--- src/rtl/cs_pkg.sv ---
// Shared types, default parameters and width helpers for the cs_window smoother.
package cs_pkg;

    typedef enum logic {
        CS_MODE_LE_AVG = 1'b0,
        CS_MODE_GE_AVG = 1'b1
    } cs_mode_e;

    localparam int CS_DEF_W     = 8;
    localparam int CS_DEF_N     = 9;
    localparam int CS_DEF_SHIFT = 3;
    localparam int CS_DEF_YW    = 10;

    // Running-sum width: holds N full-scale samples.
    function automatic int cs_sum_w(input int w, input int n);
        return w + $clog2(n);
    endfunction

    // The largest output (sum and N*Xappr both at full scale) must fit in YW bits.
    function automatic bit cs_yw_ok(input int w, input int n, input int shift, input int yw);
        longint peak;
        peak = (longint'(2 * n) * ((longint'(1) << w) - 1)) >>> shift;
        if (yw >= 62) begin
            return 1'b1;
        end
        return (peak >>> yw) == 0;
    endfunction

endpackage

--- src/rtl/cs_select.sv ---
// Divider-free approximation select: N parallel scaled comparisons against the
// window sum, then a balanced max (mode 0) or min (mode 1) reduction tree.
module cs_select
    import cs_pkg::*;
#(
    parameter int W  = CS_DEF_W,
    parameter int N  = CS_DEF_N,
    parameter int SW = cs_sum_w(CS_DEF_W, CS_DEF_N)
) (
    input  logic [W-1:0]  win_i [N],
    input  logic [SW-1:0] sum_i,
    input  cs_mode_e      mode_i,
    output logic [W-1:0]  xappr_o
);

    localparam int LW = $clog2(N);
    localparam int P  = 1 << LW;

    // Heap-ordered tree: leaves at P..2P-1, root at 1.
    logic [W-1:0] node [1:2*P-1];
    logic [W-1:0] pad;
    logic         ge_mode;

    assign ge_mode = (mode_i == CS_MODE_GE_AVG);
    // Non-qualifiers are replaced by the reduction's identity so they never win.
    assign pad     = ge_mode ? {W{1'b1}} : {W{1'b0}};

    genvar gi;
    for (gi = 0; gi < P; gi++) begin : g_leaf
        if (gi < N) begin : g_cmp
            logic [SW-1:0] scaled;
            logic          qual;
            assign scaled = SW'(N) * SW'(win_i[gi]);
            assign qual   = ge_mode ? (scaled >= sum_i) : (scaled <= sum_i);
            assign node[P+gi] = qual ? win_i[gi] : pad;
        end else begin : g_pad
            assign node[P+gi] = pad;
        end
    end

    for (gi = 1; gi < P; gi++) begin : g_tree
        logic a_lt_b;
        assign a_lt_b   = node[2*gi] < node[2*gi+1];
        assign node[gi] = (ge_mode == a_lt_b) ? node[2*gi] : node[2*gi+1];
    end

    assign xappr_o = node[1];

endmodule

--- src/rtl/cs_window.sv ---
// Sliding-window smoother: N-deep sample window with running sum and fill count,
// followed by one registered output stage Y = (sum + N*Xappr) >> SHIFT.
module cs_window
    import cs_pkg::*;
#(
    parameter int W     = CS_DEF_W,
    parameter int N     = CS_DEF_N,
    parameter int SHIFT = CS_DEF_SHIFT,
    parameter int YW    = CS_DEF_YW
) (
    input  logic          clk,
    input  logic          reset,
    input  logic          in_valid,
    input  logic [W-1:0]  X,
    input  logic          mode,
    input  logic          flush,
    output logic          out_valid,
    output logic [YW-1:0] Y
);

    localparam int SW = cs_sum_w(W, N);
    localparam int CW = $clog2(N + 1);
    localparam int AW = 2 * SW;

    if (N < 2 || N > 64 || !cs_yw_ok(W, N, SHIFT, YW)) begin : g_bad_cfg
        $error("cs_window: illegal N or YW too narrow for W/N/SHIFT");
    end

    logic [W-1:0]  win_q [N];
    logic [W-1:0]  win_d [N];
    logic [SW-1:0] sum_q, sum_d;
    logic [CW-1:0] count_q, count_d;
    cs_mode_e      mode_q, mode_d;
    logic          pend_q, pend_d;
    logic          out_valid_q, out_valid_d;
    logic [YW-1:0] y_q, y_d;

    logic          full;
    logic [W-1:0]  xappr;
    logic [AW-1:0] acc;

    assign full = (count_q == CW'(N));

    always_comb begin
        win_d   = win_q;
        sum_d   = sum_q;
        count_d = count_q;
        mode_d  = mode_q;
        pend_d  = 1'b0;
        if (flush) begin
            for (int i = 0; i < N; i++) begin
                win_d[i] = '0;
            end
            sum_d   = '0;
            count_d = '0;
            // A sample arriving with the flush starts the fresh window.
            if (in_valid) begin
                win_d[0] = X;
                sum_d    = SW'(X);
                count_d  = CW'(1);
                mode_d   = cs_mode_e'(mode);
            end
        end else if (in_valid) begin
            for (int i = N - 1; i > 0; i--) begin
                win_d[i] = win_q[i-1];
            end
            win_d[0] = X;
            sum_d    = sum_q + SW'(X) - (full ? SW'(win_q[N-1]) : SW'(0));
            count_d  = full ? count_q : count_q + CW'(1);
            mode_d   = cs_mode_e'(mode);
            pend_d   = full || (count_q == CW'(N - 1));
        end
    end

    cs_select #(
        .W  (W),
        .N  (N),
        .SW (SW)
    ) u_select (
        .win_i   (win_q),
        .sum_i   (sum_q),
        .mode_i  (mode_q),
        .xappr_o (xappr)
    );

    // Output stage works from the registered window, so a flush now still kills
    // the result of the previous accept.
    assign acc         = AW'(sum_q) + AW'(N) * AW'(xappr);
    assign out_valid_d = pend_q && !flush;
    assign y_d         = out_valid_d ? YW'(acc >> SHIFT) : y_q;

    always_ff @(posedge clk or negedge reset) begin
        if (!reset) begin
            for (int i = 0; i < N; i++) begin
                win_q[i] <= '0;
            end
            sum_q       <= '0;
            count_q     <= '0;
            mode_q      <= CS_MODE_LE_AVG;
            pend_q      <= 1'b0;
            out_valid_q <= 1'b0;
            y_q         <= '0;
        end else begin
            win_q       <= win_d;
            sum_q       <= sum_d;
            count_q     <= count_d;
            mode_q      <= mode_d;
            pend_q      <= pend_d;
            out_valid_q <= out_valid_d;
            y_q         <= y_d;
        end
    end

    assign out_valid = out_valid_q;
    assign Y         = y_q;

endmodule
--- config.mk ---
export PLATFORM = sky130hd
export DESIGN_NAME = cs_window
export DESIGN_NICKNAME = d
export VERILOG_FILES = /design/src/rtl/cs_pkg.sv /design/src/rtl/cs_select.sv /design/src/rtl/cs_window.sv
export SDC_FILE = /design/constraint.sdc
export NUM_CORES = 1
export LEC_CHECK = 0
export ABC_CLOCK_PERIOD_IN_PS = 14600
export BUFFER_PORTS_ARGS = -buffer_cell sky130_fd_sc_hd__buf_4
export CAP_MARGIN = 10
export CORE_ASPECT_RATIO = 0.9
export CORE_MARGIN = 2
export CORE_UTILIZATION = 60
export CTS_CLUSTER_SIZE = 16
export DETAILED_ROUTE_END_ITERATION = 8
export GPL_ROUTABILITY_DRIVEN = 0
export GPL_TIMING_DRIVEN = 0
export PLACE_DENSITY = 0.8
export REMOVE_ABC_BUFFERS = 1
export SETUP_SLACK_MARGIN = 0.02
export SLEW_MARGIN = 20
export SYNTH_ARGS = -nofsm -noshare
export SYNTH_HDL_FRONTEND = slang
export SYNTH_SLANG_ARGS = --single-unit
--- constraint.sdc ---
create_clock -name clk -period 14.6 [get_ports clk]
set_input_delay 1.46 -clock clk [delete_from_list [all_inputs] [get_ports clk]]
set_output_delay 1.46 -clock clk [all_outputs]
set_load 0.1 [all_outputs]
=== Yosys cells after proc, flatten, opt, wreduce, memory -nomap -nowiden ===
Index checks and enable logic that the tools add are counted.

* Add/subtract/negate cells: 4
* Multiply operators: 10
* Magnitude comparators: 29
* Eq/ne operators: 14
* Multiplexer cells: 43
* Reductions and logical operators: 5

{| class="wikitable"
|+ Operators by type and width
! cell !! number
|-
| $mux W8 || 24
|-
| $mux W72 || 2
|-
| $mul A4 B8 Y12 const A || 10
|-
| $ge A12 B12 Y1 || 9
|-
| $le A12 B12 Y1 || 9
|-
| $lt A8 B8 Y1 || 11
|-
| $mux W12 || 2
|-
| $add A12 B12 Y13 || 1
|-
| $add A12 B8 Y12 || 1
|-
| $mux W1 || 12
|-
| $mux W4 || 3
|-
| $sub A12 B8 Y12 || 1
|-
| $eq A1 B1 Y1 || 11
|-
| $eq A4 B4 Y1 const B || 2
|-
| $add A4 B1 Y4 const B || 1
|-
| $ne A2 B2 Y1 const B || 1
|-
| $reduce_and A2 Y1 || 1
|-
| $reduce_bool A2 Y1 || 1
|-
| $logic_and A1 B1 Y1 || 1
|-
| $logic_not A1 Y1 || 1
|-
| $logic_or A1 B1 Y1 || 1
|}

* Bits in registers: 101
* Output and inout bits: 11
* Logic and storage cells: 120

=== Depth between registers and ports, before layout ===
Gate-level depths: netlist of run 1.

* Word-level depth: 18
* Mapped depth: 71
* Depth with buffers taken out: 69

=== Hierarchy ===
A second synthesis of run 1 with hierarchy kept.

* Cell total of the unflattened synthesis: 1786
* Area total of the unflattened synthesis: 14886.8 µm²

{| class="wikitable"
|+ Modules (own cells, without submodules)
! module !! times used !! cells each !! area an instance (µm²) !! seq. area each (µm²)
|-
| cs_select || 1 || 1252 || 9352.7 || 0.0
|-
| cs_window || 1 || 534 || 5534.1 || 2527.4
|}

=== Least setup slack after synthesis of run 1 ===
Ideal clock, no wire load.

* Path kind: reg-to-reg
* Start point: reg win_q[25] in the netlist's numbering
* End point: reg y_q[8] (netlist: Y[8])
* Setup time: 120 ps
* Data arrival time: 13451 ps
* Data required time: 14480 ps
* Path slack: 1029 ps
* Cell stages (with the launch flop): 69
* Cells stage by stage: dfrtp_1 ha_1 ha_1 inv_1 fa_1 inv_1 a21oi_1 o21ai_0 a21o_1 nand2_1 xnor2_1 ha_1 a21oi_1 nand2_1 a21o_1 or3_1 nor2_1 nor2_1 (+33 left out) nand2_1 nor2_1 a21oi_1 xnor2_1 clkbuf_1 nor2_1 a21oi_1 ha_1 inv_1 fa_1 inv_1 ha_1 a21o_1 a21o_1 a41oi_2 o22ai_1 or3_1 a31o_1

* Word-level cells in the longest chain between the ends: 18

{| class="wikitable"
|+ RTL lines
! item !! line !! source
|-
| from (decl) || cs_window.sv:29 || <nowiki>logic [W-1:0] win_q [N];</nowiki>
|-
| from (signal assigned) || cs_window.sv:104 || <nowiki>win_q <= win_d;</nowiki>
|-
| $mul A4 B8 Y12 || cs_select.sv:33 || <nowiki>assign scaled = SW'(N) * SW'(win_i[gi]);</nowiki>
|-
| $le A12 B12 Y1 / $ge A12 B12 Y1 (equally long branches) || cs_select.sv:34 || <nowiki>assign qual = ge_mode ? (scaled >= sum_i) : (scaled <= sum_i);</nowiki>
|-
| $mux W1 || cs_select.sv:34 ||
|-
| $mux W8 (*) || cs_select.sv:35 || <nowiki>assign node[P+gi] = qual ? win_i[gi] : pad;</nowiki>
|-
| $lt A8 B8 Y1 || cs_select.sv:43 || <nowiki>assign a_lt_b = node[2*gi] < node[2*gi+1];</nowiki>
|-
| $eq A1 B1 Y1 || cs_select.sv:44 || <nowiki>assign node[gi] = (ge_mode == a_lt_b) ? node[2*gi] : node[2*gi+1];</nowiki>
|-
| $mux W8 (*) || cs_select.sv:44 ||
|-
| $lt A8 B8 Y1 || cs_select.sv:43 ||
|-
| (+2 left out) || -- ||
|-
| $lt A8 B8 Y1 || cs_select.sv:43 ||
|-
| $eq A1 B1 Y1 || cs_select.sv:44 ||
|-
| $mux W8 (*) || cs_select.sv:44 ||
|-
| $lt A8 B8 Y1 || cs_select.sv:43 ||
|-
| $eq A1 B1 Y1 || cs_select.sv:44 ||
|-
| $mux W8 (*) || cs_select.sv:44 ||
|-
| $mul A4 B8 Y12 (*) || cs_window.sv:88 || <nowiki>assign acc = AW'(sum_q) + AW'(N) * AW'(xappr);</nowiki>
|-
| $add A12 B12 Y13 (*) || cs_window.sv:88 ||
|-
| to (signal assigned) || cs_window.sv:110 || <nowiki>y_q <= y_d;</nowiki>
|-
| to (decl) || cs_window.sv:36 || <nowiki>logic [YW-1:0] y_q, y_d;</nowiki>
|}

Mark *: on every way between the ends. The rest lies on a longest branch, timed or not.
A chain may end at the register's enable or synchronous reset.

=== Final worst setup path of run 1 ===
* Start point: reg win_q[52] in the netlist's numbering
* End point: reg y_q[8] (netlist: Y[8])

The elaborated chain is that of the path after synthesis.

==> impl_metrics.ini, run 1 <==
[synth]
synth_ff_type = dfrtp_1
synth-seq-area-share = 0.174
syn_area_um2 = 14500
ys_types = 76
synth-edff-count = 0
synth_seq_cells = 101
avgSynthCellArea_um2 = 8.15
syn_inst = 1784
synth-async-reset-ratio = 1.00
yosys.area.top_type_share = 0.264
synth_area_leader_cell = ha_1
ys_warn_count = 0
synth_area_leaders = ha_1 26%, dfrtp_1 17%, mux2i_1 6.3%, a21oi_1 5.1%, inv_1 4.6%

[detailed_routing]
wire_per_inst_um = 19.1
vias = 13400
route.detailed.drc = 0
first_pass_iters = 5
totalWireLength_um = 40400
drt_iter0_markers = 1309
via_per_inst = 6.35
ant_nets = 0

[critical_path]
required_ns = 14.86
critPathLaunch = win_q[52]
start_kind = flop
crit_fanout = 11
reg2reg_slack_ns = 0.64
reg2reg_depth = 64
critical_path_cell_count = 64
crit_arrival_ns = 14.22
critPathBufInv = 10
endpoint_kind = flop
worstReg2RegStart = win_q[52]
crit_path_end = Y[8]
r2r_end = Y[8]
cpMostUsedCell = ha_1
max_stage_delay_ns = 0.51
slowest_stage = nor3_2
timing_worst_setup_path_type = reg -> reg
crit_family = compound AO/OA/AOI/OAI gates

[finish]
mostFrequentLayoutCell = ha_1
diodes = 0
area_delta_synth_final_pct = 9.53
layout-drive-gt1-share = 0.0832
final_cell_mix = 307 x ha_1, 176 x inv_1, 165 x nor2_1
final_nets = 2140

[clock_tree]
cts.path.max_buffers = 2
cts_root_buf = clkbuf_16
clkTransAtPathRegs_ns = 0.09
clock_sinks = 101
cts_made_buffers = 9
cts_tree = done
clk_latency_ns = 0.37
htreeDepth = 3

[place]
port_buffers = 23
pre_cts_ws_ns = -1.79
dpl.hpwl_um = 28200

[global_routing]
grt_pass1_wl_um = 65100
grt_antenna_before_repair = 0
grt_start_max_net_pins = 102
grt-ovfl-total = 0
grt_usage = 0.319
grt_pass1_vias = 13000

[floorplanning]
core_um2 = 24100
die_w_um = 168
row_count = 54
io-pin-count = 24
start_util = 0.604
fp.dieH_um = 152
die_area_um2 = 25500

[sta]
setup_slack_ns = 0.641
tightestPinTransition_ns = 1.03
fmax_mhz = 71.6
period_share = 0.956
finalMaxSlewViolations = 0
finalHoldViolations = 0
setup_viol = 0
timing.slew.headroom = 0.312
fin_worst_skew_ns = 0.0119
min_period_ns = 13.96

[run]
maxCapViolCount = 0

[status]
status = finished, final reports clean

[min_path]
hold_path.class = reg -> reg
## synthesized netlist by cell type, drive strengths merged, types with 4 or more instances
library cell	instances
o21bai	15
and2	10
xnor2	58
mux2i	92
fa	22
a31oi	7
a21o	60
o22ai	4
and4	4
o21a	22
nor2b	17
a221oi	4
ha	307
nand2b	11
a211o	7
buf	10
or4	4
nand2	133
o21ai	125
or3	4
nor2	170
clkbuf	46
a21oi	148
maj3	18
o211ai	11
nand4	39
a211oi	14
o31ai	13
dfrtp	101
nor4	4
xor2	17
inv	177
nand3	17
nor3	37
## kinds of logic (layout without fill, tap and decap cells)
logic type | after synthesis | in the layout | share of synthesized area
DFF | 101 | 101 | 0.174
adders and majority gates | 347 | 347 | 0.307
muxes | 94 | 94 | 0.0649
and+or+nand+nor | 463 | 463 | 0.146
AOI/OAI and AO/OA | 471 | 473 | 0.203
xor gates and xnor gates | 75 | 75 | 0.0452
buffers and inverters | 233 | 250 | 0.0602
## worst min-delay path by stage
stage	startpoint	endpoint	slack (ns)	depth (start not counted)
2_1_floorplan	count_q[3]	count_q[3]	0.51	2
3_3_place_gp	Y[3]	Y[3]	0.46	2
3_5_place_dp	Y[0]	Y[0]	0.47	2
4_1_cts	Y[0]	Y[0]	0.49	2
5_1_grt	Y[0]	Y[0]	0.53	2
6_report	Y[0]	Y[0]	0.49	2
## final cells by class
type	count	area [um2]
timing repair buffer	57	497
sequential	101	2530
multi-input combinational	1452	11500
clock buffer	9	225
tap	308	385
clock inverter	7	78.8
inverter	177	667
fill	1941	8130
## repair_timing
item                       in CTS  in global routing
setup endpoints to repair      10                 10
buffers inserted                7                 25
hold buffers                    0                  0
pin swaps                       5                 20
gates cloned                    0                  2
resized for setup              19                 66
## state kept, by name (all words and copies together) (netlist names)
name       count
count_q        4
pend_q         1
win_q         72
sum_q         12
Y             10
out_valid      1
mode_q         1
## worst min-delay path, cell delays in order, from the launching register on
cell and delay, ns:
dfrtp_1 0.35, nand2_1 0.05, o21ai_0 0.06
## per-stage QoR
step	cell area, um2	utilization	hold slack (ns)	cells	TNS (ns)
2_1_floorplan	14300	-	0.512	1728	0
3_3_place_gp	14900	0.619	0.462	2059	-32.59
3_5_place_dp	14900	0.621	0.471	2061	-14.03
4_1_cts	15400	0.641	0.492	2084	0
5_1_grt	15900	0.662	0.526	2111	-0.674
6_report	15900	0.662	0.487	2111	0
## routing by layer
| layer | vias up | routed length [um] | track usage |
|---|---|---|---|
| met5 | - | 0 | 0 |
| met4 | 0 | 1810 | 0.146 |
| met3 | 130 | 2890 | 0.0439 |
| met2 | 545 | 18400 | 0.531 |
| met1 | 6326 | 17300 | 0.415 |
| li1 | 6412 | - | - |
Power of run 1 is not shown: default switching activity piles up to over one toggle a cycle in this logic, so the estimate is an artifact.
==> run 2, diff against run 1 <==
--- a/config.mk
+++ b/config.mk
@@ -15,6 +15,7 @@
 export DETAILED_ROUTE_END_ITERATION = 8
 export GPL_ROUTABILITY_DRIVEN = 0
 export GPL_TIMING_DRIVEN = 0
+export MAX_ROUTING_LAYER = met4
 export PLACE_DENSITY = 0.8
 export REMOVE_ABC_BUFFERS = 1
 export SETUP_SLACK_MARGIN = 0.02
==> impl_metrics.ini, run 2 (synthesis gave the netlist of run 1 again) <==
[global_routing]
grt_antenna_before_repair = 0
grt_pass1_wl_um = 65100
grt-ovfl-total = 0
grt_pass1_vias = 13000
grt_usage = 0.328
grt_start_max_net_pins = 102

[critical_path]
cpMostUsedCell = ha_1
reg2reg_slack_ns = 0.64
r2r_end = Y[8]
endpoint_kind = flop
slowest_stage = dfrtp_1
crit_arrival_ns = 14.22
timing_worst_setup_path_type = reg -> reg
max_stage_delay_ns = 0.47
required_ns = 14.86
critPathLaunch = win_q[4]
reg2reg_depth = 63
worstReg2RegStart = win_q[4]
crit_fanout = 11
start_kind = flop
crit_path_end = Y[8]

[detailed_routing]
route.detailed.drc = 0
first_pass_iters = 6
vias = 13400
drt_iter0_markers = 1379
ant_nets = 0
wire_per_inst_um = 19.2
via_per_inst = 6.36
totalWireLength_um = 40600

[place]
dpl.hpwl_um = 28200
pre_cts_ws_ns = -1.79
port_buffers = 23

[finish]
final_cell_mix = 307 x ha_1, 176 x inv_1, 164 x nor2_1
layout-drive-gt1-share = 0.0837
diodes = 0
nFillCells = 1944
area_delta_synth_final_pct = 9.46
mostFrequentLayoutCell = ha_1
final_nets = 2140
max_flop_register = win_q
largest_reg_flops = 72

[clock_tree]
clock_sinks = 101
cts_made_buffers = 9
cts_tree = done
cts.path.max_buffers = 2
cts_root_buf = clkbuf_16
htreeDepth = 3
clk_latency_ns = 0.37
clkTransAtPathRegs_ns = 0.09

[sta]
tightestPinTransition_ns = 1.04
min_period_ns = 13.96
setup_slack_ns = 0.642
timing.slew.headroom = 0.303
setup_viol = 0
finalHoldViolations = 0
fmax_mhz = 71.6
fin_worst_skew_ns = 0.0118
period_share = 0.956
finalMaxSlewViolations = 0

[min_path]
hold_path.class = reg -> reg
min_from = Y[0]

[floorplanning]
start_util = 0.604
die_area_um2 = 25500
fp.dieH_um = 152
io-pin-count = 24
core_um2 = 24100
row_count = 54
die_w_um = 168

[status]
status = finished, final reports clean

[run]
maxCapViolCount = 0
-- run 2: cell counts in the layout (fill, tap and decap cells not counted) --
Identical to the previous run, type by type.
-- run 2: per-stage QoR --
stage               TNS (ns)  instances  instance area (um2)  hold slack [ns]   util
floorplan                  0       1728                14300            0.512      -
global placement      -32.59       2059                14900            0.462  0.619
detailed placement    -14.03       2061                14900            0.471  0.621
CTS                        0       2084                15400            0.492  0.641
global route          -0.745       2111                15900            0.526  0.662
finish                     0       2111                15900            0.487  0.662
-- run 2: how the worst min path moves through the flow --
stage	endpoint	depth (start not counted)
2_1_floorplan	count_q[3]	2
3_3_place_gp	Y[3]	2
3_5_place_dp	Y[0]	2
4_1_cts	Y[0]	2
5_1_grt	Y[0]	2
6_report	Y[0]	2
-- run 2: layout make-up --
type	count	area [um2]	share of cell area
clock inverters	7	78.8	0.00495
clock buffers	9	225	0.0142
inverters	177	667	0.0419
well taps	308	385	0.0242
multi-input cells	1452	11500	0.725
repair buffers	57	484	0.0304
flip-flops and latches	101	2530	0.159
-- run 2: routing by layer --
metal | track usage | vias up | share of wire
li1 | - | 6410 | -
met1 | 0.417 | 6320 | 0.43
met2 | 0.531 | 557 | 0.45
met3 | 0.0439 | 143 | 0.073
met4 | 0.143 | 0 | 0.045
met5 | - | - | 0
-- run 2: critical path, delay by kind of cell (launching register included) --
family                   cells  cell delay (ns)
AO/OA/AOI/OAI               27             5.58
XOR/XNOR                     2             0.37
adder cells (fa/ha/maj)     14             4.50
buffers and inverters        7             0.83
flip-flops                   1             0.47
AND/OR/NAND/NOR             13             2.08
-- run 2: repair_timing --
action | in CTS | in global routing
setup buffers | 7 | 25
endpoints found under the setup margin | 10 | 10
hold buffers | 0 | 0
gates cloned | 0 | 2
gates resized for setup | 19 | 67
pin swaps | 5 | 20
Power of run 2 is left out for the same reason.
